**src/rtl/sort_result_collector.sv**
```systemverilog
// Frame buffer behind a serial sorter: collects N signed words, checks that they
// arrived in ascending order, then replays them downstream with a valid/ready handshake.
module sort_result_collector #(
    parameter int WIDTH = 32,
    parameter int N     = 10,
    localparam int CW   = $clog2(N + 1),
    localparam int IW   = $clog2(N)
) (
    input  logic             clk,
    input  logic             rst,
    input  logic [WIDTH-1:0] in_data_i,
    input  logic             in_valid_i,
    output logic             in_ready_o,
    output logic [WIDTH-1:0] out_data_o,
    output logic             out_valid_o,
    input  logic             out_ready_i,
    output logic             out_last_o,
    output logic             sorted_ok_o,
    output logic             frame_done_o,
    output logic [CW-1:0]    count_o
);

    typedef enum logic {
        FILL  = 1'b0,
        DRAIN = 1'b1
    } state_e;

    state_e                   state_q, state_d;
    logic [IW-1:0]            wr_idx_q, wr_idx_d;
    logic [IW-1:0]            rd_idx_q, rd_idx_d;
    logic [CW-1:0]            count_q, count_d;
    logic                     err_q, err_d;
    logic signed [WIDTH-1:0]  prev_q, prev_d;
    logic [WIDTH-1:0]         out_data_q, out_data_d;
    logic                     frame_done_q, frame_done_d;
    logic [WIDTH-1:0]         buffer_q [N];

    logic          in_accept;
    logic          out_accept;
    logic          wr_last;
    logic          rd_last;
    logic [IW-1:0] rd_idx_inc;

    assign in_accept  = (state_q == FILL) && in_valid_i;
    assign out_accept = (state_q == DRAIN) && out_ready_i;
    assign wr_last    = (wr_idx_q == IW'(N - 1));
    assign rd_last    = (rd_idx_q == IW'(N - 1));
    assign rd_idx_inc = rd_idx_q + IW'(1);

    // NOTE: state registers use non-blocking assignments so every flop samples
    // the values from before the edge, independent of process ordering.
    always_ff @(posedge clk or posedge rst) begin
        if (rst) begin
            state_q <= FILL;
        end else begin
            state_q <= state_d;
        end
    end

    // NOTE: every variable written here gets a default first, so no path can
    // leave it unassigned and infer a latch.
    always_comb begin
        state_d = state_q;
        case (state_q)
            FILL:    if (in_accept && wr_last)  state_d = DRAIN;
            DRAIN:   if (out_accept && rd_last) state_d = FILL;
            default: state_d = FILL;
        endcase
    end

    always_comb begin
        in_ready_o  = (state_q == FILL);
        out_valid_o = (state_q == DRAIN);
        out_last_o  = (state_q == DRAIN) && rd_last;
        sorted_ok_o = (state_q == DRAIN) && !err_q;
    end

    // Datapath next-state: write side, order check and registered read port.
    always_comb begin
        wr_idx_d     = wr_idx_q;
        rd_idx_d     = rd_idx_q;
        count_d      = count_q;
        err_d        = err_q;
        prev_d       = prev_q;
        out_data_d   = out_data_q;
        frame_done_d = 1'b0;

        if (in_accept) begin
            wr_idx_d = wr_last ? '0 : wr_idx_q + IW'(1);
            count_d  = count_q + CW'(1);
            prev_d   = $signed(in_data_i);
            if (wr_idx_q == '0) begin
                err_d = 1'b0;
            end else if ($signed(in_data_i) < prev_q) begin
                err_d = 1'b1;
            end
            // Word 0 is already stored, so it can be presented on the DRAIN entry edge.
            if (wr_last) begin
                out_data_d = buffer_q[0];
            end
        end

        if (out_accept) begin
            if (rd_last) begin
                rd_idx_d     = '0;
                count_d      = '0;
                out_data_d   = '0;
                frame_done_d = 1'b1;
            end else begin
                rd_idx_d   = rd_idx_inc;
                count_d    = count_q - CW'(1);
                out_data_d = buffer_q[rd_idx_inc];
            end
        end
    end

    always_ff @(posedge clk or posedge rst) begin
        if (rst) begin
            wr_idx_q     <= '0;
            rd_idx_q     <= '0;
            count_q      <= '0;
            err_q        <= 1'b0;
            prev_q       <= '0;
            out_data_q   <= '0;
            frame_done_q <= 1'b0;
        end else begin
            wr_idx_q     <= wr_idx_d;
            rd_idx_q     <= rd_idx_d;
            count_q      <= count_d;
            err_q        <= err_d;
            prev_q       <= prev_d;
            out_data_q   <= out_data_d;
            frame_done_q <= frame_done_d;
        end
    end

    // NOTE: the frame buffer has no reset; stale words are never read because
    // the indices and state restart cleanly, and a reset-free array maps to RAM.
    always_ff @(posedge clk) begin
        if (in_accept) begin
            buffer_q[wr_idx_q] <= in_data_i;
        end
    end

    assign out_data_o   = out_data_q;
    assign frame_done_o = frame_done_q;
    assign count_o      = count_q;

endmodule

```
**config.mk**
```make
export PLATFORM = sky130hd
export DESIGN_NAME = sort_result_collector
export DESIGN_NICKNAME = d
export VERILOG_FILES = /design/src/rtl/sort_result_collector.sv
export SDC_FILE = /design/constraint.sdc
export NUM_CORES = 1
export LEC_CHECK = 0
export ABC_AREA = 1
export CORE_ASPECT_RATIO = 0.6
export CORE_MARGIN = 2
export CORE_UTILIZATION = 46
export DETAILED_ROUTE_END_ITERATION = 8
export PLACE_DENSITY = 0.7
export RECOVER_POWER = 100
export SETUP_SLACK_MARGIN = 0.05
export SLEW_MARGIN = 20
export SYNTH_ARGS = -nofsm -noshare
export SYNTH_HDL_FRONTEND = slang
export SYNTH_SLANG_ARGS = --single-unit
```
**constraint.sdc**
```tcl
create_clock -name clk -period 8.8 [get_ports clk]
set_clock_uncertainty 0.05 [all_clocks]
set_input_delay 1.76 -clock clk [delete_from_list [all_inputs] [get_ports clk]]
set_output_delay 1.76 -clock clk [all_outputs]
set_load 0.03 [all_outputs]
```
* Word-level counts from Yosys, hierarchy flattened
Memory sizes are Yosys's and may differ from the RTL's.
Cells that the tools add are included.
** Storage, ports and cells
- Register bits :: 79
- Output and inout port bits :: 41
- Memory bits (writable) :: 320
- Memories kept :: 1
** Operators by class
- $add $sub $neg :: 4
- Reductions and logical operators :: 13
- Bitwise logic cells :: 1
- $lt $le $gt $ge :: 1
- Eq/ne operators :: 2
- Muxes and demuxes :: 18
** Memories
- buffer_q :: words 10, width 32, rd ports 2, clocked after memory_dff 0, write ports 1, RTL line 36 : logic [WIDTH-1:0] buffer_q [N];
** Operators with widths (number)
- 32-bit 2-to-1 mux :: 4
- 32-bit less-than comparator :: 1
- 4-bit 2-to-1 mux :: 5
- 4-bit by 1-bit adder with 4-bit output (second input constant) :: 3
- 4-bit equality test (second input constant) :: 2
- 1-bit 2-to-1 mux :: 8
- 1-bit logical AND :: 6
- 2-bit nonzero test :: 3
- 4-bit logical NOT :: 1
- 2-bit AND reduction :: 2
- 4-bit by 1-bit subtractor with 4-bit output (second input constant) :: 1
- 1-bit one-hot mux with 2 select lines :: 1
- 1-bit logical NOT :: 1
- 1-bit NOT :: 1

* Longest topological paths before layout
Gate-level depths: netlist (run 1).
- Depth in word-level cells :: 5
- Mapped depth :: 15
- Gate-level depth less buffers :: 15

* Worst setup path after synthesis (run 1)
No wires, ideal clock.
- Kind :: input to register
- From :: input port in_valid_i
- To :: memory buffer_q[7][0] (enable)
- Slack :: 3.942 ns
- Arrival :: 4.345 ns
- Buffers on the path :: 0
- Library setup time :: 0.463 ns
- Cell stages on the path :: 4
- Cells stage by stage :: nand2_4 nor2_1 nand2_1 nor3_1
** On the way
- Longest elaborated chain between the ends :: 3
** Ends and longest elaborated chain
- start: declaration :: RTL line 12 : input logic in_valid_i,
- 1-bit logical AND :: RTL line 44 : assign in_accept = (state_q == FILL) && in_valid_i;
- 1-bit 2-to-1 mux :: RTL line 140 : if (in_accept) begin
- 1-bit 2-to-1 mux (not written as such) :: RTL line 141 : buffer_q[wr_idx_q] <= in_data_i;
- end: declaration :: RTL line 36
No other way between the ends.

* Worst setup path in the final report (run 1)
- From :: input port out_ready_i
- To :: register out_data_q[5], in the netlist out_data_o[5]
** On the way
- Longest elaborated chain between the ends :: 3
- Elaborated cells between the ends (all ways) :: 5
** Ends and longest elaborated chain
- start: declaration :: RTL line 16 : input logic out_ready_i,
- 1-bit logical AND * :: RTL line 45 : assign out_accept = (state_q == DRAIN) && out_ready_i;
- 2-bit nonzero test (no source line)
- 2-bit AND reduction (no source line)
- end signal: assignment :: RTL line 132 : out_data_q <= out_data_d;
- end: declaration :: RTL line 34 : logic [WIDTH-1:0] out_data_q, out_data_d;
Every way passes the cells marked *; elsewhere a longest branch is shown, timed or not.
A chain may end at the register's enable or synchronous reset.

==> summary.md, run 1 <==
| Metric | Value |
|---|---|
| Synth Area per Inst | between 10 and 15 um2 |
| WS Path Type | input port to flop |
| Final min period | 6.36 ns |
| Sw Share | 0.378 |
| Violations in the final reports | max-capacitance violations, max-slew violations |
| DRC viols | 0 |
| CP Data Arrival Time | between 6 and 7 ns |
| Max-cap violations | 9 |
| Yosys reg bits | 399 |
| Synth Cell Area | 16,800 um2 |
| Slew @ Worst Pin | 2.63 ns |
| Ranking of synthesized cells by area | edfxtp_1 (57%), dfrtp_1 (12%), mux2i_1 (3.8%), o221ai_1 (3.4%), o21ai_0 (3.2%) |
| Final worst path period share | 0.722 |
| Seq/Total Area, Yosys | 0.688 |
| Routed WL | 40,600 um |
| Setup crit end kind | flop |
| Pin count of the biggest net entering global routing | a little under 90 |
| I/O pin total | between 70 and 80 |
| Clk network pwr share | 0.255 |
| Comb pwr share | 0.358 |
| WP depth | 9 |
| Number of buffers created by CTS | 37 |
| WP buf/inv | 3 |
| Final Max Tran Viols | approximately 300 |
| Buffers on Ports | 76 |
| Hold-fix buffers, CTS | 0 |
| Total inserted antenna cells | 0 |
| CP required | 9.15 ns |
| CTS tree | done |
| Syn Nets | between 1,000 and 1,500 |
| Die Wd | between 200 and 300 um |
| # Post-CTS Setup Buffers | 0 |
| Global-route wire length before repair | approximately 62,000 um |
| Nets@finish | between 1,000 and 1,500 |
| Dpl hpwl | about 22,000 um |
| Synth Instances | approximately 1,200 |
| Antenna-violating nets left | 0 |
| Worst-path cell chain | dlygate4sd3_1, nand2_4, clkinvlp_2, nand2_1, clkinv_2, nand2_4, a21oi_2, a211oi_1, a21oi_1 |
| Max incr delay on CP | roughly 1.4 ns |
| H-tree levels | 2 |
| Critical Path End | out_data_o[5]$_DFFE_PP0P_ |
| Critical-path top delay cell | clkinvlp_2 |
| Crit Reg-Reg Startpoint | out_valid_o$_DFF_PP0_ |
| Iter 0 DRT Violations | around 1,100 |
| Max FO, Critical Path | 39 |
| Vias post-DR | around 11,000 |
| Reg2Reg Depth | 8 |
| RSZ-0062 raised after global routing | false |
| Core ar. | around 36,000 um2 |
| Vias in the first global route | just over 10,000 |
| CP startpoint kind | input port |
| Die area | between 30,000 and 40,000 um2 |
| Rel. slew slack | -0.755 |
| Iteration count of the initial detailed-routing pass | 7 |
| Rows | between 50 and 60 |
| CTS clk-pin slew, worst paths | approximately 0.060 ns |
| Vias per cell | between 5 and 6 |
| P per Cell Area | about 340 nW/um2 |
| CTS resizes | 0 |
| R2R Path End | out_data_o[5]$_DFFE_PP0P_ |
| Area fraction of the dominant cell type after synthesis | 0.570 |
| Starting Density | 0.465 |
| Initial antenna violation count | 0 |
| Area leader, netlist | edfxtp_1 |
| Placer Congestion | about 0.78 |
| Status | complete, but fails checks |
| Most used cell, CP | nand2_4 |
| Maximum clock insertion buffer count | 3 |
| Grt ovf | 0 |
| Final core occ | 0.526 |
| Setup slack, reg-to-reg | around 3.8 ns |
| Setup TNS | 0 ns |
| Hold Vio Cnt, Final | 0 |
| # setup viols final | 0 |
| Switching power | 2.42 mW |
| WL per Instance | ~22 um |
| Peak Freq | approximately 0.16 GHz |
| Largest delay contributor family on the critical path | buffers and inverters |
| Tot GR Track Use | 0.212 |
| Layout cells sized above 1 | 0.0928 |
| Area growth syn-to-layout | 13.1% |
| Synth unique cells | 37 |
| Peak VDD IR | between 0.2 and 0.25 mV |
| Min-Delay Path Class | flop to flop |
| Internal | ~4 mW |
| Critical Path Source | out_ready_i |
| Static leakage | 6.59 nW |
| Root buffer cell | clkbuf_16 |
| Clk_lat worst skew | roughly 0.54 ns |
| Die Span Y | 152 um |
| Reg power frac | 0.387 |
| FILL cells | 2,979 |
| Num Clock Sinks | ~400 |
| Syn. warnings | 0 |
[power by group through the flow]
stage          clock [mW]  combinational (mW)  sequential (mW)
6_report             1.63                2.29             2.48
5_1_grt              1.74                2.51             2.50
4_1_cts              1.66                2.36             2.49
3_5_place_dp            0                2.34             2.52
3_3_place_gp            0                2.29             2.52
2_1_floorplan           0                1.51             2.60
[cell type report]
class	count	area [um2]	share of cell area
flip-flops and latches	399	11600	0.608
clock buffers	56	1080	0.0567
repair buffers	99	927	0.0487
clock inverters	12	141	0.00742
inverters	62	238	0.0125
multi-input cells	708	4480	0.235
well taps	476	596	0.0313
[layout by cell type (no fill, tap or decap), drive strengths merged, types with 16 or more instances in the layout]
cell type and count:
clkbuf 63, dfrtp 79, edfxtp 320, dlygate4sd3 75, o221ai 65, a211oi 32
nor3 34, ha 35, nor2 93, buf 16, o21ai 109, nand4 33
mux2i 64, inv 59, a21oi 81, nand2 137
[state kept, by name, indices dropped and copies added, names as in the netlist]
signal	count
buffer_q	320
count_o	4
err_q	1
frame_done_o	1
out_data_o	32
out_valid_o	1
prev_q	32
rd_idx_q	4
wr_idx_q	4
[worst min-delay path, delay by kind of cell (launching register included)]
kind | cells | cell delay (ns)
DFF | 1 | 0.34
and+or+nand+nor | 1 | 0.06
AOI/OAI and AO/OA | 1 | 0.07
[worst min path at each step]
stage / startpoint / end / slack (ns) / cells past startpoint
finish: prev_q[0]$_DFFE_PP0P_ / prev_q[0]$_DFFE_PP0P_ / 0.45 / 2
global route: prev_q[0]$_DFFE_PP0P_ / prev_q[0]$_DFFE_PP0P_ / 0.48 / 2
CTS: prev_q[0]$_DFFE_PP0P_ / prev_q[0]$_DFFE_PP0P_ / 0.46 / 2
detailed placement: prev_q[0]$_DFFE_PP0P_ / prev_q[0]$_DFFE_PP0P_ / 0.45 / 2
global placement: prev_q[0]$_DFFE_PP0P_ / prev_q[0]$_DFFE_PP0P_ / 0.42 / 2
floorplan: prev_q[0]$_DFFE_PP0P_ / prev_q[0]$_DFFE_PP0P_ / 0.40 / 2
[per-stage QoR]
stage / worst slack, ns / cell area (um2) / total power [mW] / cells / hold WS [ns]
5_1_grt: 2.16 / 19000 / 6.75 / 1812 / 0.481
6_report: 2.44 / 19000 / 6.41 / 1812 / 0.453
4_1_cts: 4.25 / 19200 / 6.50 / 1811 / 0.464
2_1_floorplan: 3.94 / 16800 / 4.11 / 1246 / 0.403
3_5_place_dp: 4.16 / 18000 / 4.87 / 1743 / 0.446
3_3_place_gp: 4.21 / 18000 / 4.80 / 1743 / 0.423
[cell usage after synthesis]
cell type  count
o21ai_0      109
buf_2         25
nor2_8         1
a211oi_2      30
inv_1         54
o21a_1         3
ha_1          35
nand3b_1       1
nand3_2        2
nand4_1       33
nand2_4        5
dfrtp_1       79
buf_6         11
a21oi_1       52
clkinv_2       1
a21oi_2       29
xor2_1         2
clkbuf_4       1
nor2_2         1
buf_4          8
o22ai_1        3
nor3_1        34
xnor2_2        1
nor2_4         1
o221ai_1      65
nand3_1       11
clkbuf_1      30
buf_1          2
a211oi_1       2
inv_4          2
edfxtp_1     320
nand2_1      132
a31oi_1        1
inv_2          5
mux2i_1       64
xor2_2         1
nor2_1        90
[cells by family after synthesis]
kind of cell / after synthesis / share of synthesized area
DFF: 399 / 0.688
and+or+nand+nor: 311 / 0.0823
AOI/OAI and AO/OA: 294 / 0.123
buffers and inverters: 139 / 0.0401
muxes: 64 / 0.0380
adders and majority gates: 35 / 0.0260
xor gates and xnor gates: 4 / 0.00297
[layer usage]
| metal | wire length [um] | global-route usage |
|---|---|---|
| met1 | 18300 | 0.313 |
| met2 | 17800 | 0.313 |
| met3 | 3210 | 0.0419 |
| met4 | 1180 | 0.0757 |
| met5 | 0 | 0 |
Note: power is estimated with default switching activity, not from simulation.
==> run 2, diff against run 1 <==
==> constraint.sdc (replaced) <==
create_clock -name clk -period 6.4 [get_ports clk]
set_clock_uncertainty 0.05 [all_clocks]
set_input_delay 1.28 -clock clk [delete_from_list [all_inputs] [get_ports clk]]
set_output_delay 1.28 -clock clk [all_outputs]
set_load 0.03 [all_outputs]
==> run 2 against run 1 <==
Against the previous run: the run still ends with max-capacitance violations, max-slew violations left; critical endpoint is now out_last_o; sequential share of layout area fell by 0.25 points; sequential power rose by 37%; worst hold slack improved by 0.0026 ns; total power rose by 39%; wire length fell by 1.3%; setup slack got worse by 1.2 ns; clock power rose by 45%.
==> summary.md, run 2 (same netlist as run 1, synthesis figures left out) <==
| Metric | Value |
|---|---|
| # setup viols final | 0 (unchanged) |
| Final Max Tran Viols | 294 (-3.3%) |
| Slew @ Worst Pin | 2.67 ns (+0.0389 ns) |
| CTS tree | done |
| Most frequent cells in the layout | edfxtp_1 (320), nand2_1 (135), o21ai_0 (109), nor2_1 (90), dfrtp_1 (79) |
| PnR Total Power | 8.92 mW (+39%) |
| Tot GR Track Use | 0.210 (-0.00160) |
| Peak VDD IR | 0.336 mV (+36%) |
| WL per Instance | 22.1 um (-1.1%) |
| Area growth syn-to-layout | 13.6% |
| Vias post-DR | 10,500 (-0.74%) |
| CP Data Arrival Time | 3.84 ns (-2.87 ns) |
| Rows | 54 (unchanged) |
| CP startpoint kind | flop |
| Setup crit end kind | output port |
| Initial antenna violation count | 1 (+1) |
| Maximum clock insertion buffer count | 3 (unchanged) |
| Top reg by flops | buffer_q |
| Global-route wire length before repair | 61,500 um (-0.77%) |
| # Post-CTS Setup Buffers | 0 (unchanged) |
| I/O pin total | 77 (unchanged) |
| DRC viols | 0 (unchanged) |
| Num Clock Sinks | 399 (unchanged) |
| Clk_lat worst skew | 0.54 ns (about the same) |
| CTS clk-pin slew, worst paths | 0.06 ns (about the same) |
| Peak Freq | approximately 0.19 GHz |
| Final worst path period share | 0.808 |
| Total inserted antenna cells | 0 (unchanged) |
| Die Span Y | 152 um (unchanged) |
| Violations in the final reports | max-capacitance violations, max-slew violations |
| Min-Delay Path Class | flop to flop |
| Hold Path Sink | prev_q[0]$_DFFE_PP0P_ |
| Status | complete, but fails checks |
| Min-Delay Startpoint | prev_q[0]$_DFFE_PP0P_ |
| Buffers on Ports | 76 (unchanged) |
| Grt ovf | 0 (unchanged) |
| Die Wd | 251 um (unchanged) |
| Antenna-violating nets left | 0 (unchanged) |
| FILL cells | 3,013 (+1.1%) |
| Max-cap violations | 10 (+1) |
| Routed WL | 40,000 um (-1.3%) |
| Layout cells sized above 1 | 0.0953 (+0.00246) |
| Dpl hpwl | 23,100 um (+3.0%) |
| Rel. slew slack | -0.781 (-0.0259) |
| Nets@finish | 1,378 (unchanged) |
| Crit Reg-Reg Startpoint | rd_idx_q[0]$_DFFE_PP0P_ |
| Root buffer cell | clkbuf_16 |
| CP required | 5.07 ns (-4.08 ns) |
| Number of buffers created by CTS | 36 (-2.7%) |
| WS Path Type | flop to output port |
| Worst Hold Path Cells | 2 (unchanged) |
| Vias per cell | 5.80 (-0.57%) |
| Core ar. | 36,200 um2 (unchanged) |
| Die area | 38,200 um2 (unchanged) |
| Pin count of the biggest net entering global routing | 91 (+4.6%) |
| Commonest non-fill, non-tap cell in the layout | edfxtp_1 |
| Iter 0 DRT Violations | 1,191 (+5.2%) |
| Max FO, Critical Path | 47 (+21%) |
| R2R Path End | out_data_o[9]$_DFFE_PP0P_ |
| Final min period | 5.17 ns |
| Starting Density | 0.465 (unchanged) |
| Max reg flops | 320 (unchanged) |
| Critical Path Source | rd_idx_q[0]$_DFFE_PP0P_ |
| Hold Vio Cnt, Final | 0 (unchanged) |
| Setup TNS | 0 ns (unchanged) |
| Reg2Reg Depth | 8 (unchanged) |
| Placer Congestion | 0.774 (-1.0%) |
| Vias in the first global route | 10,300 (-0.56%) |
| CTS resizes | 0 (unchanged) |
| Setup slack, reg-to-reg | 2.01 ns (-1.78 ns) |
| P per Cell Area | 466 nW/um2 (+39%) |
| RSZ-0062 raised after global routing | false |
| Hold-fix buffers, CTS | 0 (unchanged) |
| H-tree levels | 2 (unchanged) |
| Static leakage | 6.66 nW (+0.97%) |
| Iteration count of the initial detailed-routing pass | 5 (-2) |
-- run 2: metal layers --
metal,GRT usage,vias up,share of wire
met4,0.0595,0,0.021
li1,-,4781,-
met3,0.0429,59,0.083
met5,0,-,0
met2,0.312,410,0.44
met1,0.315,5236,0.45
-- run 2: metrics by stage --
stage	worst slack (ns)	std cells	hold slack, ns	utilization	instance area [um2]
CTS	2.15	1808	0.457	0.535	19400
finish	1.23	1809	0.456	0.528	19100
global route	1.12	1809	0.496	0.528	19100
floorplan	2.02	1246	0.403	-	16800
detailed placement	2.06	1744	0.439	0.499	18100
global placement	2.10	1741	0.420	0.497	18000
-- run 2: area by class of cell --
cell class              count  area (um2)  area share
inverters                  62         240      0.0126
well taps                 476         596      0.0311
clock inverters            21         307      0.0160
repair buffers            100         952      0.0498
flip-flops and latches    399       11600       0.606
clock buffers              43         978      0.0512
multi-input cells         708        4470       0.234
-- run 2: power breakdown --
| group | switching, mW | total (mW) | internal (mW) |
|---|---|---|---|
| clock network | 0.950 | 2.37 | 1.42 |
| logic | 2.11 | 3.14 | 1.03 |
| registers | 0.250 | 3.41 | 3.16 |
| total | 3.31 | 8.92 | 5.61 |
-- run 2: critical path: stages, from the launching register on --
cell and delay [ns]:
dfrtp_1 1.76, ha_4 0.28, nand3_2 0.12, nor2_1 0.35
dlygate4sd3_1 0.81
-- run 2: worst max-delay path by stage --
stage / cells after the start / slack [ns] / to
after floorplan: 4 / 2.02 / buffer_q[7][0]$_DFFE_PP_
after detailed placement: 5 / 2.06 / buffer_q[0][15]$_DFFE_PP_
final: 4 / 1.23 / out_last_o
after CTS: 4 / 2.15 / out_last_o
after global routing: 4 / 1.12 / out_last_o
after global placement: 5 / 2.10 / buffer_q[5][11]$_DFFE_PP_
==> run 3, diff against run 2 <==
==> constraint.sdc (replaced) <==
create_clock -name clk -period 4.8 [get_ports clk]
set_clock_uncertainty 0.05 [all_clocks]
set_input_delay 0.96 -clock clk [delete_from_list [all_inputs] [get_ports clk]]
set_output_delay 0.96 -clock clk [all_outputs]
set_load 0.03 [all_outputs]
==> run 3 against run 2 <==
Against the previous run: the run still ends with max-capacitance violations, max-slew violations left; setup slack lost 0.61 ns; wire length grew 2.5%; via count rose by 0.29%; utilization fell by 0.38 points; final area shrank 0.72%; global-route usage increased by 0.51 points; sequential power up 32%; final cell count is 0.44% higher; die area did not move; largest cell class unchanged.
==> summary.md, run 3 (same netlist as run 1, synthesis figures left out) <==
| Metric | Value |
|---|---|
| Pin count of the biggest net entering global routing | 92 (+1.1%) |
| CP startpoint kind | input port |
| Iteration count of the initial detailed-routing pass | 6 (+1) |
| Number of buffers created by CTS | 36 (unchanged) |
| Root buffer cell | clkbuf_16 |
| Pre-CTS setup slack | 0.969 ns (-1.10 ns) |
| CTS resizes | 0 (unchanged) |
| Setup TNS | 0 ns (unchanged) |
| Most frequent cells in the layout | edfxtp_1 (320), nand2_1 (136), o21ai_0 (109), nor2_1 (87), dfrtp_1 (78) |
| Placer Congestion | 0.812 (+4.9%) |
| Core ar. | 36,200 um2 (unchanged) |
| Num Clock Sinks | 399 (unchanged) |
| Buffers on Ports | 76 (unchanged) |
| Final min period | 4.18 ns |
| Max-cap violations | 6 (-4) |
| Vias post-DR | 10,500 (+0.29%) |
| Grt ovf | 0 (unchanged) |
| Peak Freq | between 0.2 and 0.25 GHz |
| Final core occ | 0.524 (-0.00380) |
| Routed WL | 41,000 um (+2.5%) |
| Area of the multi-input gates | 4470 um2 (about the same) |
| Final Max Tran Viols | 145 (-51%) |
| Final worst path period share | 0.871 |
| Layout cells sized above 1 | 0.0940 (-0.00131) |
| Rows | 54 (unchanged) |
| Max FO, Critical Path | 21 (-55%) |
| P per Cell Area | 611 nW/um2 (+31%) |
| CP required | 4.91 ns (-0.16 ns) |
| WS Path Type | input port to flop |
| Top reg by flops | buffer_q |
| Hold Vio Cnt, Final | 0 (unchanged) |
| Initial antenna violation count | 0 (-1) |
| Die area | 38,200 um2 (unchanged) |
| DP Area | 18,100 um2 (about the same) |
| H-tree levels | 2 (unchanged) |
| Finished Cell Area | 19,000 um2 (-0.72%) |
| Seq. cell area | 11,600 um2 (about the same) |
| Rel. slew slack | -0.402 (+0.379) |
| Violations in the final reports | max-capacitance violations, max-slew violations |
| Global-route wire length before repair | 63,200 um (+2.9%) |
| Setup crit end kind | flop |
| Dpl hpwl | 23,900 um (+3.6%) |
| Die Wd | 251 um (unchanged) |
| Static leakage | 6.59 nW (-1.0%) |
| Slew @ Worst Pin | 2.10 ns (-0.568 ns) |
| # setup viols final | 0 (unchanged) |
| WL per Instance | 22.6 um (+2.1%) |
| Starting Density | 0.465 (unchanged) |
| I/O pin total | 77 (unchanged) |
| Commonest non-fill, non-tap cell in the layout | edfxtp_1 |
| FILL cells | 3,069 (+1.9%) |
| Area growth syn-to-layout | 12.7% |
| CTS clk-pin slew, worst paths | 0.06 ns (about the same) |
| Final worst setup slack | 0.620 ns (-0.606 ns) |
| Tot GR Track Use | 0.215 (+0.00510) |
| Vias per cell | 5.79 (-0.16%) |
| Antenna-violating nets left | 0 (unchanged) |
| DRC viols | 0 (unchanged) |
| PnR Total Power | 11.6 mW (+30%) |
| Max reg flops | 320 (unchanged) |
| Iter 0 DRT Violations | 1,132 (-5.0%) |
| Die Span Y | 152 um (unchanged) |
| Total inserted antenna cells | 0 (unchanged) |
| Maximum clock insertion buffer count | 3 (unchanged) |
| CP Data Arrival Time | 4.29 ns (+0.45 ns) |
| Min-Delay Path Class | flop to flop |
| Vias in the first global route | 10,500 (+2.4%) |
| RSZ-0062 raised after global routing | false |
| Peak VDD IR | 0.444 mV (+32%) |
| # Post-CTS Setup Buffers | 0 (unchanged) |
| Clk_lat worst skew | 0.54 ns (about the same) |
| Status | complete, but fails checks |
| Hold-fix buffers, CTS | 0 (unchanged) |
| CTS tree | done |
| Nets@finish | 1,384 (+0.44%) |
==> run 3: changes by cell type in the layout (fill, tap and decap cells not counted), sizes merged <==
| cell | before | now |
|---|---|---|
| dlygate4sd3 | 75 | 76 |
| clkinv | 12 | 13 |
| buf | 14 | 11 |
| bufinv | 8 | 3 |
| clkbuf | 53 | 68 |
| clkdlybuf4s50 | 1 | 0 |
==> run 3: worst paths after layout <==
path	start	to	slack, ns	cells after the start
min in group asynchronous	rst	out_data_o[4]$_DFFE_PP0P_	1.35	2
min reg2reg	prev_q[0]$_DFFE_PP0P_	prev_q[0]$_DFFE_PP0P_	0.45	2
max reg2reg	out_valid_o$_DFF_PP0_	buffer_q[0][2]$_DFFE_PP_	0.99	6
max	in_valid_i	buffer_q[0][2]$_DFFE_PP_	0.62	6
min	prev_q[0]$_DFFE_PP0P_	prev_q[0]$_DFFE_PP0P_	0.45	2
max in group asynchronous	rst	out_data_o[18]$_DFFE_PP0P_	1.18	3
==> run 3: where the power goes <==
group | internal [mW] | switching, mW | leakage, nW
logic | 1.37 | 2.84 | 2.20
registers | 4.22 | 0.293 | 3.81
clock network | 1.62 | 1.27 | 0.571
==> run 3: layer usage <==
layer	vias up	share of wire	global-route usage	routed length [um]
li1	4785	-	-	-
met1	5258	0.46	0.319	18800
met2	409	0.45	0.331	18400
met3	64	0.072	0.0383	2970
met4	0	0.019	0.0530	799
met5	-	0	0	0
==> run 3: layout make-up <==
type	instances	share of cell area
Clock buffer	49	0.0522
Clock inverter	17	0.00876
Inverter	62	0.0126
Multi-Input combinational cell	708	0.235
Sequential cell	399	0.610
Tap cell	476	0.0314
Timing Repair Buffer	106	0.0493
==> run 3: critical path, stage by stage <==
cell and delay, ns:
dlygate4sd3_1 0.52, nand2_1 0.12, clkinvlp_2 0.44, nand3_1 0.21, nor2_1 1.20, clkbuf_2 0.82
==> run 3: through the flow <==
step                hold slack (ns)  instances
floorplan                     0.403       1246
detailed placement            0.430       1751
finish                        0.447       1817
global placement              0.422       1751
CTS                           0.445       1817
global route                  0.470       1817
